$ cat src/rtl/sel_pkg.sv
// -----------------------------------------------------------------------------
// sel_pkg
// Shared definitions for the sel_ctrl block: the debounce FSM state encoding
// and the default values of the three tuning parameters.
// -----------------------------------------------------------------------------
package sel_pkg;

    // Debounce FSM states. The IDLE_* states hold an accepted level; the
    // WAIT_* states count how long a candidate new level has persisted.
    typedef enum logic [1:0] {
        IDLE_LOW  = 2'd0,
        WAIT_HIGH = 2'd1,
        IDLE_HIGH = 2'd2,
        WAIT_LOW  = 2'd3
    } deb_state_e;

    // Defaults suit simulation; board builds raise DEBOUNCE_CYCLES to
    // something like 1_000_000.
    localparam int SYNC_STAGES_DEF     = 2;
    localparam int DEBOUNCE_CYCLES_DEF = 16;
    localparam int AUTO_PERIOD_DEF     = 8;

endpackage : sel_pkg

$ cat src/rtl/sel_debounce.sv
// -----------------------------------------------------------------------------
// sel_debounce
// Synchronises a raw push-button level, debounces it with a 4-state FSM and
// emits a one-cycle pulse when the debounced level first rises.
//
// Ports:
//   clk        in   system clock, rising edge
//   resetn     in   asynchronous active-low reset
//   btn_raw    in   raw, asynchronous, bouncing button level
//   stable     out  debounced button level (registered)
//   btn_pulse  out  one-cycle pulse, high in the first cycle stable reads 1
// -----------------------------------------------------------------------------
module sel_debounce
    import sel_pkg::*;
#(
    parameter int SYNC_STAGES     = SYNC_STAGES_DEF,
    parameter int DEBOUNCE_CYCLES = DEBOUNCE_CYCLES_DEF
) (
    input  logic clk,
    input  logic resetn,
    input  logic btn_raw,
    output logic stable,
    output logic btn_pulse
);

    // Largest count reached is DEBOUNCE_CYCLES-1, so clog2 bits never wrap.
    localparam int                CNT_W    = $clog2(DEBOUNCE_CYCLES);
    localparam logic [CNT_W-1:0]  CNT_ZERO = {CNT_W{1'b0}};
    localparam logic [CNT_W-1:0]  CNT_ONE  = CNT_W'(1);
    localparam logic [CNT_W-1:0]  CNT_LAST = CNT_W'(DEBOUNCE_CYCLES - 1);

    logic [SYNC_STAGES-1:0] sync_q;
    logic [SYNC_STAGES-1:0] sync_d;
    logic                   s_s;

    deb_state_e             state_q;
    deb_state_e             state_d;
    logic [CNT_W-1:0]       cnt_q;
    logic [CNT_W-1:0]       cnt_d;
    logic                   stable_q;
    logic                   stable_d;
    logic                   pulse_q;
    logic                   pulse_d;

    // Synchroniser shift: new sample enters at bit 0, s is the oldest stage.
    always_comb begin
        sync_d = {sync_q[SYNC_STAGES-2:0], btn_raw};
        s_s    = sync_q[SYNC_STAGES-1];
    end

    // Debounce next-state, counter and output logic.
    always_comb begin
        state_d  = state_q;
        cnt_d    = cnt_q;
        stable_d = stable_q;
        pulse_d  = 1'b0;

        case (state_q)
            IDLE_LOW: begin
                if (s_s) begin
                    state_d = WAIT_HIGH;
                    cnt_d   = CNT_ONE;
                end else begin
                    cnt_d   = CNT_ZERO;
                end
            end
            WAIT_HIGH: begin
                if (!s_s) begin
                    // Bounce: abandon the candidate high level.
                    state_d = IDLE_LOW;
                    cnt_d   = CNT_ZERO;
                end else if (cnt_q == CNT_LAST) begin
                    state_d  = IDLE_HIGH;
                    cnt_d    = CNT_ZERO;
                    stable_d = 1'b1;
                    pulse_d  = 1'b1;
                end else begin
                    cnt_d    = cnt_q + CNT_ONE;
                end
            end
            IDLE_HIGH: begin
                if (!s_s) begin
                    state_d = WAIT_LOW;
                    cnt_d   = CNT_ONE;
                end else begin
                    cnt_d   = CNT_ZERO;
                end
            end
            WAIT_LOW: begin
                if (s_s) begin
                    state_d = IDLE_HIGH;
                    cnt_d   = CNT_ZERO;
                end else if (cnt_q == CNT_LAST) begin
                    // Release is accepted silently: no pulse.
                    state_d  = IDLE_LOW;
                    cnt_d    = CNT_ZERO;
                    stable_d = 1'b0;
                end else begin
                    cnt_d    = cnt_q + CNT_ONE;
                end
            end
            default: begin
                state_d  = IDLE_LOW;
                cnt_d    = CNT_ZERO;
                stable_d = 1'b0;
            end
        endcase
    end

    // State, counter, synchroniser and output registers.
    always_ff @(posedge clk or negedge resetn) begin
        if (!resetn) begin
            sync_q   <= {SYNC_STAGES{1'b0}};
            state_q  <= IDLE_LOW;
            cnt_q    <= CNT_ZERO;
            stable_q <= 1'b0;
            pulse_q  <= 1'b0;
        end else begin
            sync_q   <= sync_d;
            state_q  <= state_d;
            cnt_q    <= cnt_d;
            stable_q <= stable_d;
            pulse_q  <= pulse_d;
        end
    end

    assign stable    = stable_q;
    assign btn_pulse = pulse_q;

endmodule : sel_debounce

$ cat src/rtl/sel_ctrl.sv
// -----------------------------------------------------------------------------
// sel_ctrl
// Generates the select line for the downstream 2:1 mux. Each clean button
// press toggles sel; with auto_en set, sel also toggles every AUTO_PERIOD
// cycles so both mux inputs can be observed hands-free.
//
// Ports:
//   clk        in   system clock, rising edge
//   resetn     in   asynchronous active-low reset
//   btn_raw    in   raw, asynchronous, bouncing button level
//   auto_en    in   synchronous; 1 = periodic toggle mode
//   stable     out  debounced button level
//   btn_pulse  out  one-cycle pulse on debounced rising edge
//   sel        out  mux select (1 = input a, 0 = input b)
// -----------------------------------------------------------------------------
module sel_ctrl
    import sel_pkg::*;
#(
    parameter int SYNC_STAGES     = SYNC_STAGES_DEF,
    parameter int DEBOUNCE_CYCLES = DEBOUNCE_CYCLES_DEF,
    parameter int AUTO_PERIOD     = AUTO_PERIOD_DEF
) (
    input  logic clk,
    input  logic resetn,
    input  logic btn_raw,
    input  logic auto_en,
    output logic stable,
    output logic btn_pulse,
    output logic sel
);

    localparam int                 AUTO_W    = $clog2(AUTO_PERIOD);
    localparam logic [AUTO_W-1:0]  AUTO_ZERO = {AUTO_W{1'b0}};
    localparam logic [AUTO_W-1:0]  AUTO_ONE  = AUTO_W'(1);
    localparam logic [AUTO_W-1:0]  AUTO_LAST = AUTO_W'(AUTO_PERIOD - 1);

    logic              stable_s;
    logic              btn_pulse_s;
    logic              tick_s;
    logic [AUTO_W-1:0] auto_cnt_q;
    logic [AUTO_W-1:0] auto_cnt_d;
    logic              sel_q;
    logic              sel_d;

    sel_debounce #(
        .SYNC_STAGES     (SYNC_STAGES),
        .DEBOUNCE_CYCLES (DEBOUNCE_CYCLES)
    ) u_debounce (
        .clk       (clk),
        .resetn    (resetn),
        .btn_raw   (btn_raw),
        .stable    (stable_s),
        .btn_pulse (btn_pulse_s)
    );

    // Auto period counter and sel toggle. A press restarts the period, and a
    // press coinciding with a tick still toggles sel only once.
    always_comb begin
        tick_s     = 1'b0;
        auto_cnt_d = auto_cnt_q;
        if (auto_en && (auto_cnt_q == AUTO_LAST)) begin
            tick_s = 1'b1;
        end else begin
            tick_s = 1'b0;
        end

        if (!auto_en) begin
            auto_cnt_d = AUTO_ZERO;
        end else if (btn_pulse_s || tick_s) begin
            auto_cnt_d = AUTO_ZERO;
        end else begin
            auto_cnt_d = auto_cnt_q + AUTO_ONE;
        end

        sel_d = sel_q ^ (btn_pulse_s | tick_s);
    end

    // Auto counter and sel registers.
    always_ff @(posedge clk or negedge resetn) begin
        if (!resetn) begin
            auto_cnt_q <= AUTO_ZERO;
            sel_q      <= 1'b0;
        end else begin
            auto_cnt_q <= auto_cnt_d;
            sel_q      <= sel_d;
        end
    end

    assign stable    = stable_s;
    assign btn_pulse = btn_pulse_s;
    assign sel       = sel_q;

endmodule : sel_ctrl

$ cat config.mk
export PLATFORM = sky130hd
export DESIGN_NAME = sel_ctrl
export DESIGN_NICKNAME = d
export VERILOG_FILES = /design/src/rtl/sel_pkg.sv /design/src/rtl/sel_debounce.sv /design/src/rtl/sel_ctrl.sv
export SDC_FILE = /design/constraint.sdc
export NUM_CORES = 1
export LEC_CHECK = 0
export ABC_AREA = 1
export CAP_MARGIN = 20
export CORE_AREA = 5 5 42 44
export CTS_CLUSTER_DIAMETER = 120
export CTS_CLUSTER_SIZE = 30
export DETAILED_ROUTE_END_ITERATION = 8
export DIE_AREA = 0 0 47 49
export PLACE_DENSITY = 0.66
export SYNTH_ARGS = -nofsm -noshare
export SYNTH_HDL_FRONTEND = slang
export SYNTH_SLANG_ARGS = --single-unit
$ cat constraint.sdc
create_clock -name clk -period 1.7 [get_ports clk]
set_input_delay 0.17 -clock clk [delete_from_list [all_inputs] [get_ports clk]]
set_output_delay 0.17 -clock clk [all_outputs]
set_load 0.05 [all_outputs]
==> results of run 1 <==
[metal layers]
metal | part of all wire (%) | vias to the layer above
met1 | 44 | 179
met4 | 1.8 | 0
li1 | - | 209
met3 | 4.6 | 4
met5 | 0 | -
met2 | 49 | 6
[final timing paths]
check,end,depth (start not counted)
setup reg to reg,auto_cnt_q[0],5
max in group asynchronous,asynchronous set/reset pin,1
setup / recovery,sel,1
min in group clk,u_debounce.sync_q[0],1
hold / removal,auto_cnt_q[2],1
hold reg to reg,u_debounce.sync_q[1],0
[power breakdown]
| part | internal [mW] | switching, mW |
|---|---|---|
| clock | 0.130 | 0.105 |
| combinational | 0.0280 | 0.0449 |
| sequential | 0.350 | 0.0121 |
| total | 0.509 | 0.162 |
[final cells by class]
type,instances,area share [%]
Sequential cell,14,48.6
Multi-Input combinational cell,37,29.3
Timing Repair Buffer,6,8.33
Inverter,11,5.90
Clock buffer,4,5.03
Tap cell,16,2.78
[kinds of logic (layout without fill, tap and decap cells)]
logic type | count (synthesis) | in the layout | synth area share, %
and+or+nand+nor | 28 | 28 | 23.2
xor gates and xnor gates | 1 | 1 | 1.45
AOI/OAI and AO/OA | 5 | 5 | 4.14
buffers and inverters | 11 | 21 | 7.04
DFF | 14 | 14 | 58.0
adders and majority gates | 3 | 3 | 6.21
[flip-flops by register name, indices dropped and copies added (netlist names), named ones only]
name / count
sel: 1
u_debounce.cnt_q: 4
u_debounce.sync_q: 2
u_debounce.btn_pulse: 1
u_debounce.stable: 1
u_debounce.state_q: 1
auto_cnt_q: 3
[layout by cell type (no fill, tap or decap), drive strengths merged]
cell | Yosys | final
nand2 | 15 | 15
dfrtp | 14 | 14
inv | 10 | 10
nor2 | 9 | 9
clkdlybuf4s50 | 0 | 6
a21oi | 4 | 4
clkbuf | 0 | 4
ha | 3 | 3
nand3 | 3 | 3
clkinv | 1 | 1
nor3 | 1 | 1
xnor2 | 1 | 1
o21ai | 1 | 1
[stage by stage]
step                      cell area (sq um)  setup WS, ns  hold WS, ns  std cells
after floorplan                         604         0.553       -0.126         62
after global placement                  684         0.392        0.349         84
after detailed placement                684         0.366        0.338         84
after CTS                               721        0.0559        0.299         88
after global routing                    721        0.0344        0.332         88
final                                   721        0.0711        0.275         88
==> flow_summary.yaml, run 1 <==
detailed_routing:
  wl_per_cell_um: 10.4
  drt_first_pass_iters: 4
  ant_nets: 0
  drt-total-wl_um: 912
  drt_iter0_drc: 5
  drt-vias-per-instance: 4.52
  post-route-drc-count: 0
  num_vias: 398
cells_and_area:
  area_growth_pct: 19.3
  multiInputGateArea_sq_um: 211
  final_core_util_pct: 51.4
  nets: 80
  drive_gt1_share_pct: 18.1
  diodes: 0
  seq_area_sq_um: 350
  fillers: 140
critical_path:
  rrSetupSlack_ns: 0.44
  critPathMaxFanout: 2
  cp-startpoint: "sel"
  path_cells: "clkdlybuf4s50_1"
  cp-start-kind: "flop"
  criticalPathCategory: "flop to output port"
  r2r-start: "auto_cnt_q[0]"
  worst-path-buf-inv: 1
  crit_arrival_ns: 1.46
  cpLargestDelayFamily: "buffers and inverters"
  crit_required_ns: 1.53
  critPathSlowestCell: "clkdlybuf4s50_1"
  worstSetupEndpointType: "output port"
  cpPeakStageDelay_ns: 0.82
sta:
  hold_viol_final: 0
  fin_tns_setup_ns: 0
  min_period_ns: 1.63
  rsz0062_at_grt: "no"
  max_freq_mhz: 614
  fin_crit_sh_pct: 95.8
  tightest_slew_ns: 0.615
  fin_skew_ns: 0.00103
  setup_viol: 0
  maxSlewViolCount: 0
  slew_headroom_pct: 58.8
floorplanning:
  dieWidth_um: 47
  rows: 14
  start_util_pct: 43.1
  die_y_um: 49
  pin_count: 7
  coreArea_sq_um: 1400
  die_area_sq_um: 2300
clocking:
  cts_setup_buffers: 0
  clk_pin_slew_worst_paths_ns: 0.08
  cts_hold_buf: 0
  cts-root-buf: "clkbuf_4"
  cts_buffer_depth: 2
  cts-resized-gates: 0
  h-tree-depth: 1
  tritoncts: "done"
  clk_latency_ns: 0.27
  numCtsBuffers: 3
  clkSinkCount: 14
grt:
  antenna_found_initial: 0
  busiest_layer: "met2"
  grt_pass1_vias: 404
  grt_usage_pct: 10.3
  grt_util_met3_pct: 2.21
  use_met2_pct: 14.9
  grt_use_met1_pct: 13.8
  overflow: 0
  grt_pass1_wl_mm: 1.73
  grt_max_degree: 15
logic_synthesis:
  synth_area_leaders: "dfrtp_1 (58%), nand2_1 (7.5%), ha_1 (6.2%)"
  netlist_area_sq_um: 604
  synth_top_area_cell: "dfrtp_1"
  synthTopCellsByCount: "dfrtp_1 (14), nand2_1 (12), inv_1 (8), nor2_1 (8), a21oi_1 (4)"
  ys_seq_area_share_pct: 58.0
  ys_ff_latch: 14
  synth_edf_count: 0
  ys_warn_count: 0
  avgSynthCellArea_sq_um: 9.75
  yosysTopAreaCellShare_pct: 58.0
  synth.distinct_cells: 16
  yosysMostFrequentCell: "dfrtp_1"
  syn_inst: 62
  synth_flop_cell: "dfrtp_1"
  ys_async_sr_fraction_pct: 100
  syn_nets: 69
hold_path:
  hold_class: "primary input to asynchronous set/reset pin"
pwr:
  max-vdd-ir-drop_v: 0.000469
  total_power_mw: 0.671
  leakagePower_nw: 0.374
  power.density_nw_per_um2: 930
placed_design:
  place_hpwl_um: 709
  place_congestion: 0.743
  numPortBuffers: 6
status:
  status: "finished, final reports clean"
job:
  maxCapViolCount: 0
No activity file was read; power rests on OpenSTA's default activity.
==> run 2: changes to the inputs <==
--- a/config.mk
+++ b/config.mk
@@ -12,7 +12,7 @@
 export CTS_CLUSTER_SIZE = 30
 export DETAILED_ROUTE_END_ITERATION = 8
 export DIE_AREA = 0 0 47 49
-export PLACE_DENSITY = 0.66
+export PLACE_DENSITY_LB_ADDON = 0.3
 export SYNTH_ARGS = -nofsm -noshare
 export SYNTH_HDL_FRONTEND = slang
 export SYNTH_SLANG_ARGS = --single-unit
==> run 2 against run 1 <==
Global-route usage up 1.2 points. Wire length is 6.4% higher. Largest cell class unchanged. Fmax increased by 0.12%. Sequential share of layout area unchanged. Setup slack improved by 0.0020 ns. Power grew 0.32%. Final cell count is the same. Critical path depth unchanged.
==> flow_summary.yaml, run 2 (synthesis results as in run 1) <==
status:
  status: "finished, final reports clean"
critical_path:
  r2r-end: "auto_cnt_q[1]"
  worst-path-buf-inv: 1
  criticalPathCategory: "flop to output port"
  worstSetupEndpointType: "output port"
  cpPeakStageDelay_ns: 0.81
  r2r_cells: 5
  crit_required_ns: 1.53
  r2r-start: "auto_cnt_q[0]"
  critPathSlowestCell: "clkdlybuf4s50_1"
  rrSetupSlack_ns: 0.43
  critPathMaxFanout: 2
  crit_arrival_ns: 1.46
  cp-start-kind: "flop"
  path_cells: "clkdlybuf4s50_1"
  cpLargestDelayFamily: "buffers and inverters"
detailed_routing:
  wl_per_cell_um: 11.0
  drt_first_pass_iters: 4
  drt-total-wl_um: 970
  drt-vias-per-instance: 4.74
  num_vias: 417
  ant_nets: 0
  post-route-drc-count: 0
  drt_iter0_drc: 7
pwr:
  p_int_mw: 0.509
  leakagePower_nw: 0.374
  power_switching_mw: 0.164
  p_comb_share_pct: 10.9
  max-vdd-ir-drop_v: 0.000678
  switching_share_pct: 24.4
  seq_power_share_pct: 53.9
  total_power_mw: 0.673
  clockPowerShare_pct: 35.2
  power.density_nw_per_um2: 933
cells_and_area:
  area_growth_pct: 19.3
  top_regs: "u_debounce.cnt_q (4), auto_cnt_q (3), u_debounce.sync_q (2)"
  mostFrequentLayoutCell: "dfrtp_1"
  final_cells: 88
  most-common-layout-cells: "dfrtp_1 (14), nand2_1 (12), inv_1 (8), nor2_1 (8), clkdlybuf4s50_1 (6)"
  largest_register_ffs: 4
  regMostFlops: "u_debounce.cnt_q"
  nets: 80
  diodes: 0
  drive_gt1_share_pct: 18.1
  fillers: 131
clocking:
  tritoncts: "done"
  cts_setup_buffers: 0
  clk_latency_ns: 0.28
  cts_hold_buf: 0
  h-tree-depth: 1
  clk_pin_slew_worst_paths_ns: 0.08
  cts_buffer_depth: 2
  cts-root-buf: "clkbuf_4"
  clkSinkCount: 14
  cts-resized-gates: 0
  numCtsBuffers: 3
grt:
  antenna_found_initial: 0
  overflow: 0
  grt_pass1_wl_mm: 1.82
  grt_usage_pct: 11.5
  grt_pass1_vias: 430
  grt_max_degree: 15
sta:
  tightest_slew_ns: 0.604
  max_freq_mhz: 615
  worst_slack_ns: 0.0731
  fin_skew_ns: 0.00177
  slew_headroom_pct: 59.6
  rsz0062_at_grt: "no"
  min_period_ns: 1.63
  setup_viol: 0
  fin_tns_setup_ns: 0
  maxSlewViolCount: 0
  hold-worst-slack_ns: 0.267
  fin_crit_sh_pct: 95.7
  hold_viol_final: 0
floorplanning:
  die_area_sq_um: 2300
  die_y_um: 49
  pin_count: 7
  rows: 14
  start_util_pct: 43.1
  dieWidth_um: 47
  coreArea_sq_um: 1400
placed_design:
  numPortBuffers: 6
  place_ws_ns: 0.378
  place_hpwl_um: 708
  place_congestion: 0.745
  dp_cells: 84
hold_path:
  hold_class: "primary input to asynchronous set/reset pin"
job:
  maxCapViolCount: 0
## run 2: cell counts in the layout (fill, tap and decap cells not counted)
No cell type changed its count.
## run 2: cell type report
cell class	count	area, sq um	area share (%)
Inverter	11	42.5	5.90
Multi-Input combinational cell	37	211	29.3
Clock buffer	4	36.3	5.03
Timing Repair Buffer	6	60.1	8.33
Tap cell	16	20.0	2.78
Sequential cell	14	350	48.6
## run 2: through the flow
step,util [%],area (sq um)
after CTS,51.4,721
after detailed placement,48.8,684
final,51.4,721
after global placement,48.8,684
after global routing,51.4,721
after floorplan,-,604
## run 2: worst max path at each step
stage	to	start	slack, ns	cells after the start
6_report	sel	sel	0.07	1
5_1_grt	sel	sel	0.02	1
4_1_cts	sel	sel	0.06	1
3_5_place_dp	sel	sel	0.38	1
3_3_place_gp	sel	sel	0.39	1
2_1_floorplan	auto_cnt_q[0]	auto_cnt_q[0]	0.55	5
## run 2: power groups by stage
| stage | sequential [mW] | combinational (mW) | clock, mW |
|---|---|---|---|
| floorplan | 0.385 | 0.0262 | 0 |
| global placement | 0.368 | 0.0726 | 0 |
| detailed placement | 0.369 | 0.0742 | 0 |
| CTS | 0.363 | 0.0747 | 0.247 |
| global route | 0.365 | 0.0827 | 0.270 |
| finish | 0.362 | 0.0732 | 0.237 |
## run 2: layer usage
metal / vias up / global-route usage [%] / part of all wire [%]
met5: - / 0 / 0
met1: 193 / 13.0 / 46
met3: 5 / 3.32 / 3.7
met2: 9 / 16.7 / 47
met4: 0 / 9.68 / 4.0
li1: 210 / - / -
==> run 3: changes to the inputs <==
--- a/config.mk
+++ b/config.mk
@@ -8,11 +8,11 @@
 export ABC_AREA = 1
 export CAP_MARGIN = 20
 export CORE_AREA = 5 5 42 44
-export CTS_CLUSTER_DIAMETER = 120
 export CTS_CLUSTER_SIZE = 30
 export DETAILED_ROUTE_END_ITERATION = 8
 export DIE_AREA = 0 0 47 49
 export PLACE_DENSITY_LB_ADDON = 0.3
+export REMOVE_ABC_BUFFERS = 1
 export SYNTH_ARGS = -nofsm -noshare
 export SYNTH_HDL_FRONTEND = slang
 export SYNTH_SLANG_ARGS = --single-unit
==> results of run 3 <==
The final DEF is identical to that of run 2; final timing and power are the same.
